[src/rtl/llr_former_fifo.sv]
// llr_former_fifo
// Turns each aligned I/Q pair into a pair of symmetric, saturated soft values
// for the Fano decoder, then buffers the pairs in a small FIFO. The decoder can
// hold off with i_ready while it backtracks. Upstream is never stalled: when the
// FIFO is full and nothing is popped, the incoming pair is dropped and a sticky
// overflow flag is raised.

module llr_former_fifo #(
  parameter int DATA_WIDTH = 6,
  parameter int LLR_WIDTH  = 4,
  parameter int ADDR_WIDTH = 4
) (
  input  logic                        i_clk,
  input  logic                        i_reset,
  input  logic signed [DATA_WIDTH-1:0] i_i,
  input  logic signed [DATA_WIDTH-1:0] i_q,
  input  logic                        i_valid,
  input  logic                        i_inv_i,
  input  logic                        i_inv_q,
  input  logic                        i_swap,
  input  logic [1:0]                  i_shift,
  output logic signed [LLR_WIDTH-1:0] o_llr0,
  output logic signed [LLR_WIDTH-1:0] o_llr1,
  output logic                        o_valid,
  input  logic                        i_ready,
  output logic [ADDR_WIDTH:0]         o_level,
  output logic                        o_overflow
);

  localparam int DEPTH    = 1 << ADDR_WIDTH;
  localparam int SAT_HI_I = (1 << (LLR_WIDTH - 1)) - 1;

  // Input extremes. Negating the most negative sample has no positive
  // counterpart, so it is clamped to the largest positive value instead.
  localparam logic signed [DATA_WIDTH-1:0] D_MIN = {1'b1, {(DATA_WIDTH-1){1'b0}}};
  localparam logic signed [DATA_WIDTH-1:0] D_MAX = {1'b0, {(DATA_WIDTH-1){1'b1}}};

  // Symmetric clamp limits in the input width. The output never shows
  // -2^(LLR_WIDTH-1), which keeps both rails sign-symmetric for the decoder.
  localparam logic signed [DATA_WIDTH-1:0] SAT_HI = DATA_WIDTH'(SAT_HI_I);
  localparam logic signed [DATA_WIDTH-1:0] SAT_LO = DATA_WIDTH'(-SAT_HI_I);

  localparam logic [ADDR_WIDTH:0] FULL_COUNT = (ADDR_WIDTH+1)'(DEPTH);

  // One rail: optional saturating negate, then arithmetic shift, then clamp.
  function automatic logic signed [LLR_WIDTH-1:0] mapRail(
    input logic signed [DATA_WIDTH-1:0] x,
    input logic                         inv,
    input logic [1:0]                   sh
  );
    logic signed [DATA_WIDTH-1:0] v_neg;
    logic signed [DATA_WIDTH-1:0] v_shr;
    logic signed [DATA_WIDTH-1:0] v_sat;
    if (inv) begin
      v_neg = (x == D_MIN) ? D_MAX : -x;
    end else begin
      v_neg = x;
    end
    v_shr = v_neg >>> sh;
    if (v_shr > SAT_HI) begin
      v_sat = SAT_HI;
    end else if (v_shr < SAT_LO) begin
      v_sat = SAT_LO;
    end else begin
      v_sat = v_shr;
    end
    return v_sat[LLR_WIDTH-1:0];
  endfunction

  logic signed [LLR_WIDTH-1:0] w_railI;
  logic signed [LLR_WIDTH-1:0] w_railQ;
  logic signed [LLR_WIDTH-1:0] w_map0;
  logic signed [LLR_WIDTH-1:0] w_map1;

  logic                        r_s1Valid;
  logic signed [LLR_WIDTH-1:0] r_s1Llr0;
  logic signed [LLR_WIDTH-1:0] r_s1Llr1;

  logic signed [LLR_WIDTH-1:0] r_mem0 [DEPTH];
  logic signed [LLR_WIDTH-1:0] r_mem1 [DEPTH];
  logic [ADDR_WIDTH-1:0]       r_wrPtr;
  logic [ADDR_WIDTH-1:0]       r_rdPtr;
  logic [ADDR_WIDTH:0]         r_count;
  logic                        r_overflow;

  logic w_full;
  logic w_pop;
  logic w_wrEn;

  // Map both rails with the controls sampled alongside the data; swap goes last.
  always_comb begin
    w_railI = mapRail(i_i, i_inv_i, i_shift);
    w_railQ = mapRail(i_q, i_inv_q, i_shift);
    w_map0  = i_swap ? w_railQ : w_railI;
    w_map1  = i_swap ? w_railI : w_railQ;
  end

  // Stage 1 map register. Reset only drops the valid; the data is don't-care.
  always_ff @(posedge i_clk) begin
    if (i_reset) begin
      r_s1Valid <= 1'b0;
    end else begin
      r_s1Valid <= i_valid;
      if (i_valid) begin
        r_s1Llr0 <= w_map0;
        r_s1Llr1 <= w_map1;
      end
    end
  end

  // A full FIFO still accepts a write when the head leaves on the same edge.
  always_comb begin
    w_full = (r_count == FULL_COUNT);
    w_pop  = (r_count != '0) && i_ready;
    w_wrEn = r_s1Valid && (!w_full || w_pop);
  end

  // Pair storage. It has no reset; the pointers decide what is live.
  always_ff @(posedge i_clk) begin
    if (w_wrEn) begin
      r_mem0[r_wrPtr] <= r_s1Llr0;
      r_mem1[r_wrPtr] <= r_s1Llr1;
    end
  end

  // Pointers, occupancy and the sticky drop flag.
  always_ff @(posedge i_clk) begin
    if (i_reset) begin
      r_wrPtr    <= '0;
      r_rdPtr    <= '0;
      r_count    <= '0;
      r_overflow <= 1'b0;
    end else begin
      if (w_wrEn) begin
        r_wrPtr <= r_wrPtr + 1'b1;
      end
      if (w_pop) begin
        r_rdPtr <= r_rdPtr + 1'b1;
      end
      case ({w_wrEn, w_pop})
        2'b10:   r_count <= r_count + 1'b1;
        2'b01:   r_count <= r_count - 1'b1;
        default: r_count <= r_count;
      endcase
      if (r_s1Valid && w_full && !w_pop) begin
        r_overflow <= 1'b1;
      end
    end
  end

  // The head pair is read straight from storage, with no same-cycle bypass.
  always_comb begin
    o_llr0     = r_mem0[r_rdPtr];
    o_llr1     = r_mem1[r_rdPtr];
    o_valid    = (r_count != '0);
    o_level    = r_count;
    o_overflow = r_overflow;
  end

endmodule

[config.mk]
export PLATFORM = sky130hd
export DESIGN_NAME = llr_former_fifo
export DESIGN_NICKNAME = d
export VERILOG_FILES = /design/src/rtl/llr_former_fifo.sv
export SDC_FILE = /design/constraint.sdc
export NUM_CORES = 1
export LEC_CHECK = 0
export CORE_MARGIN = 2
export CORE_UTILIZATION = 28
export CTS_CLUSTER_DIAMETER = 30
export DETAILED_ROUTE_END_ITERATION = 10
export PLACE_DENSITY = 0.54
export SETUP_SLACK_MARGIN = 0.02
export SLEW_MARGIN = 0
export SYNTH_ARGS = -nofsm -noshare
export SYNTH_HDL_FRONTEND = slang
export SYNTH_SLANG_ARGS = --single-unit
[constraint.sdc]
create_clock -name i_clk -period 3.8 [get_ports i_clk]
set_input_delay 0.95 -clock i_clk [delete_from_list [all_inputs] [get_ports i_clk]]
set_output_delay 0.95 -clock i_clk [all_outputs]
set_load 0.02 [all_outputs]
## Word-level counts from Yosys, hierarchy flattened

Memory sizes are Yosys's and may differ from the RTL's. A register that Yosys moved wholly into a read port is not among the register bits.
Cells that the tools add are included.

- Bits in writable memories: 128
- Input port bits: 21
- Memories: 2
- Output and inout port bits: 15
- Register bits: 23

- Multiplexer cells: 17
- Bitwise gates (word level): 1
- Add/subtract/negate cells: 6
- Shift-type cells: 2
- Reductions and logical operators: 10
- $lt $le $gt $ge: 4
- Equal/unequal tests: 5

Memories:

| name | words | bits a word | rd ports | clocked after Yosys merged registers in | write ports | RTL line | source |
|---|---|---|---|---|---|---|---|
| r_mem0 | 16 | 4 | 1 | 1 | 1 | 79 | `logic signed [LLR_WIDTH-1:0] r_mem0 [DEPTH];` |
| r_mem1 | 16 | 4 | 1 | 1 | 1 | 80 | `logic signed [LLR_WIDTH-1:0] r_mem1 [DEPTH];` |

Operators by type and width:

| cell | count |
|---|---|
| 4-bit 2-to-1 mux | 10 |
| 6-bit 2-to-1 mux | 4 |
| 6-bit equality test (second input constant) | 2 |
| 6-bit by 4-bit greater-than comparator with 1-bit output (second input constant) | 2 |
| 6-bit by 4-bit < comparator with 1-bit output (second input constant) | 2 |
| 6-bit negation | 2 |
| 6-bit by 2-bit >>> shifter with 6-bit output | 2 |
| 5-bit one-hot mux with 2 select lines | 1 |
| 4-bit by 1-bit adder with 4-bit output (second input constant) | 2 |
| 5-bit by 1-bit adder with 5-bit output (second input constant) | 1 |
| 5-bit equality test (second input constant) | 1 |
| 5-bit nonzero test | 1 |
| 5-bit by 1-bit subtractor with 5-bit output (second input constant) | 1 |
| 1-bit logical AND | 4 |
| 2-bit by 1-bit equality test with 1-bit output (second input constant) | 1 |
| 2-bit equality test (second input constant) | 1 |
| 1-bit logical NOT | 2 |
| 1-bit 2-to-1 mux | 2 |
| 2-bit AND reduction | 1 |
| 2-bit nonzero test | 1 |
| 1-bit logical OR | 1 |
| 1-bit NOT | 1 |

## Depth between registers and ports, before layout

- Depth in word-level cells: 8
- Gate-level depth with buffers: 14

## Least setup slack after synthesis

No wires, ideal clock.

- Path type: input port to flip-flop
- Start point: input i_ready
- End point: register r_count[4], in the netlist o_level[4]
- Setup time: 0.124 ns
- Cell stages on the path: 13
- Buffers on the path: 1
- Required time: 3.676 ns
- Arrival time: 3.201 ns
- Slack: 0.475 ns
- Cells stage by stage: or3b_2 -> and2_1 -> clkbuf_1 -> inv_1 -> ha_1 -> inv_1 -> fa_1 -> nor2b_1 -> o21ai_0 -> and3_1 -> nor3_1 -> xnor2_1 -> nor2_1

- Word-level cells in the longest chain between the ends: 5

Ends and longest elaborated chain:

| element | RTL line | source |
|---|---|---|
| start: declaration | 25 | `input logic i_ready,` |
| 1-bit logical AND * | 114 | `w_pop = (r_count != '0) && i_ready;` |
| 1-bit logical OR | 115 | `w_wrEn = r_s1Valid && (!w_full \|\| w_pop);` |
| 1-bit logical AND | 115 |  |
| 2-bit by 1-bit equality test with 1-bit output / 2-bit equality test (equally long branches) | 140 | `case ({w_wrEn, w_pop})` |
| 5-bit one-hot mux with 2 select lines / 2-bit nonzero test (equally long branches) | n/a |  |
| end signal: assignment | 141 | `2'b10: r_count <= r_count + 1'b1;` |
| end signal: assignment | 142 | `2'b01: r_count <= r_count - 1'b1;` |
| end signal: assignment | 143 | `default: r_count <= r_count;` |
| end: declaration | 83 | `logic [ADDR_WIDTH:0] r_count;` |

Mark *: on every way between the ends. The rest lies on a longest branch, timed or not.
A chain may end at the register's enable or synchronous reset.

==> impl_metrics.json <==
{
  "status": "finished clean",
  "synth_edf_count": 136,
  "post_cts_resize_count": 0,
  "worstReg2RegEnd": "o_level[4]",
  "p_int_uw": 3290,
  "cts_max_level": 4,
  "ys_seq_area_share_pct": 64.4,
  "grt_usage_pct": 11.9,
  "postRouteAntennaNets": 0,
  "clock_latency_ps": 430,
  "place_area_mm2": 0.00779,
  "drive_gt1_share_pct": 21.0,
  "synth_cell_types": 59,
  "worst_pin_slew_ps": 783,
  "regArea_mm2": 0.00447,
  "synth_top_area_cell": "edfxtp_1",
  "wl_mm": 14.8,
  "synth.avg_cell_area_um2": 15.5,
  "path_clk_slew_ps": 60,
  "n_fill_cell": 2350,
  "rsz0062_at_grt": "false",
  "dpl_worst_slack_ps": 42.7,
  "cts.path.max_buffers": 2,
  "max_freq_mhz": 274,
  "cpPeakStageDelay_ps": 600,
  "grt_max_degree": 33,
  "clockRootBuffer": "clkbuf_16",
  "slowest_stage": "mux4_2",
  "synthTopCellsByCount": "edfxtp_1, nor2_1, mux4_2, a21oi_1, dfxtp_1",
  "p_per_area_mw_per_mm2": 541,
  "yosysMostFrequentCell": "edfxtp_1",
  "synth.area.top_cells": "edfxtp_1, mux4_2, dfxtp_1",
  "drv_slew": 0,
  "yosysWarnings": 0,
  "p_clk_share_pct": 36.6,
  "area_delta_synth_final_pct": 20.7,
  "antenna_found_initial": 0,
  "worstPathRequired_ps": 2850,
  "slew-limit-headroom_pct": 47.2,
  "end_kind": "primary output",
  "layout.nets": 534,
  "critPathArrivalTime_ps": 2700,
  "p_total_uw": 4530,
  "holdCritPathClass": "flop to flop",
  "timing.final.crit_period_ps": 3650,
  "path_common_cell": "mux4_2",
  "wl_per_cell_um": 17.6,
  "max_cap_viol_count": 0,
  "synth_nets": 480,
  "grt_pass1_wl_mm": 23.4,
  "path_class": "flop to primary output",
  "layout.cells.non_filler": 838,
  "viasPerCell": 4.84,
  "numCtsBuffers": 17,
  "r2r-start": "o_level[0]",
  "drt_first_pass_iters": 5,
  "p_sw_share_pct": 27.4,
  "syn_area_mm2": 0.00693,
  "place_congestion": 0.846,
  "synth_seq_cells": 155,
  "final_area_mm2": 0.00837,
  "vias": 4054,
  "num_antenna_cells": 0,
  "period_share_pct": 96.1,
  "multi_input_area_mm2": 0.00230,
  "max-vdd-ir-drop_uv": 506,
  "leakagePower_uw": 0.00273,
  "synth.top_cell.area_share_pct": 58.9,
  "io_buffers": 35,
  "p_switching_uw": 1240,
  "crit_path_max_fanout": 32,
  "hold_viol_final": 0,
  "cp-start-kind": "flop",
  "cts_num_sinks": 155,
  "start_util_pct": 28.5,
  "r2r_slack_ps": 540,
  "crit_chain": "buf_12 > mux4_2 > mux4_2 > clkdlybuf4s50_1",
  "cts_hold_buf": 0,
  "combPwrFrac_pct": 19.3,
  "fin_setup_tns_ps": 0,
  "synthArstFlopShare_pct": 0,
  "post_cts_buffers": 0,
  "cts_tree": "done",
  "io_pins": 36,
  "setup_viol": 0,
  "drc": 0,
  "coreArea_mm2": 0.0243,
  "finClkSkew_ps": 15.1,
  "dp_hpwl_mm": 9.81,
  "syn_inst": 447,
  "critPathCapture": "o_llr1[1]",
  "grt_overflow": 0,
  "reg2reg_depth": 13,
  "rows": 57,
  "grt_pass1_vias": 4186,
  "fin_ws_ps": 147,
  "dp_cells": 806,
  "dieHeight_um": 161,
  "fp.dieW_um": 161,
  "drt_iter0_markers": 336,
  "die_area_mm2": 0.0260,
  "synth_top_flop_cell": "edfxtp_1",
  "power_frac_seq_pct": 44.1
}
-- routing by layer --
metal	vias to the layer above	GRT usage, %	wire length (um)	part of all wire, %
met2	96	18.6	7120	48
met1	2066	16.3	6980	47
met3	9	3.47	532	3.6
li1	1883	-	-	-
met4	0	3.21	133	0.90
met5	-	0	0	0
-- critical path: cells and delay by family, from the launching register on --
kind | cells | cell delay, ps
buffers and inverters | 2 | 810
flip-flops | 1 | 340
multiplexers | 2 | 1100
-- layout by cell type (no fill, tap or decap), types with 6 or more instances in the layout --
cell	Yosys	final
o22ai_1	6	6
a21oi_1	19	19
dfxtp_1	19	18
edfxtp_1	136	136
clkbuf_16	0	17
inv_6	0	6
mux2i_1	8	8
a22oi_1	6	6
inv_1	17	17
nand2_1	15	15
nand2b_1	6	6
nor2_1	41	41
nor3_1	10	10
mux4_2	40	40
buf_4	0	22
o21ai_0	6	6
ha_1	11	11
xor2_1	6	6
clkdlybuf4s50_1	0	35
-- flip-flops by register name, summed over array words and instances (netlist names), named ones only --
signal,flops
r_mem0,64
r_mem1,64
o_level,5
r_rdPtr,4
r_s1Llr0,4
r_s1Llr1,4
r_wrPtr,4
o_overflow,1
r_s1Valid,1
-- final cells by class --
| class | count | area share, % |
|---|---|---|
| flip-flops and latches | 155 | 53.3 |
| multi-input cells | 249 | 27.4 |
| repair buffers | 59 | 6.64 |
| clock buffers | 17 | 5.08 |
| well taps | 324 | 4.84 |
| clock inverters | 15 | 1.79 |
| inverters | 19 | 0.852 |
-- power groups by stage --
stage / sequential [uW] / combinational [uW] / clock (uW)
after global placement: 2030 / 870 / 0
after global routing: 2010 / 954 / 1770
after detailed placement: 2040 / 884 / 0
final: 2000 / 875 / 1660
after CTS: 2000 / 888 / 1690
after floorplan: 2030 / 579 / 0
-- how the worst min path moves through the flow --
| stage | startpoint | to | slack (ps) | cells past startpoint |
|---|---|---|---|---|
| 2_1_floorplan | r_s1Valid | o_overflow | 450 | 2 |
| 3_3_place_gp | o_overflow | o_overflow | 460 | 2 |
| 3_5_place_dp | o_overflow | o_overflow | 460 | 2 |
| 4_1_cts | o_overflow | o_overflow | 490 | 2 |
| 5_1_grt | o_overflow | o_overflow | 500 | 2 |
| 6_report | o_overflow | o_overflow | 480 | 2 |
-- cell families (layout without fill, tap and decap cells) --
family                     Yosys count  in the layout  synth area share (%)
buffers and inverters               43            110                  2.49
DFF                                155            155                  64.4
AOI/OAI and AO/OA                   71             71                  7.36
adders and majority gates           12             12                  2.27
xor gates and xnor gates             9              9                  1.14
and+or+nand+nor                    108            108                  7.99
muxes                               49             49                  14.4
-- stage by stage --
step / util [%] / hold WS [ps]
global route: 34.4 / 502
finish: 34.4 / 482
global placement: 32.1 / 462
CTS: 34.4 / 489
detailed placement: 32.1 / 463
floorplan: - / 448
Note: power is estimated with default switching activity, not from simulation.
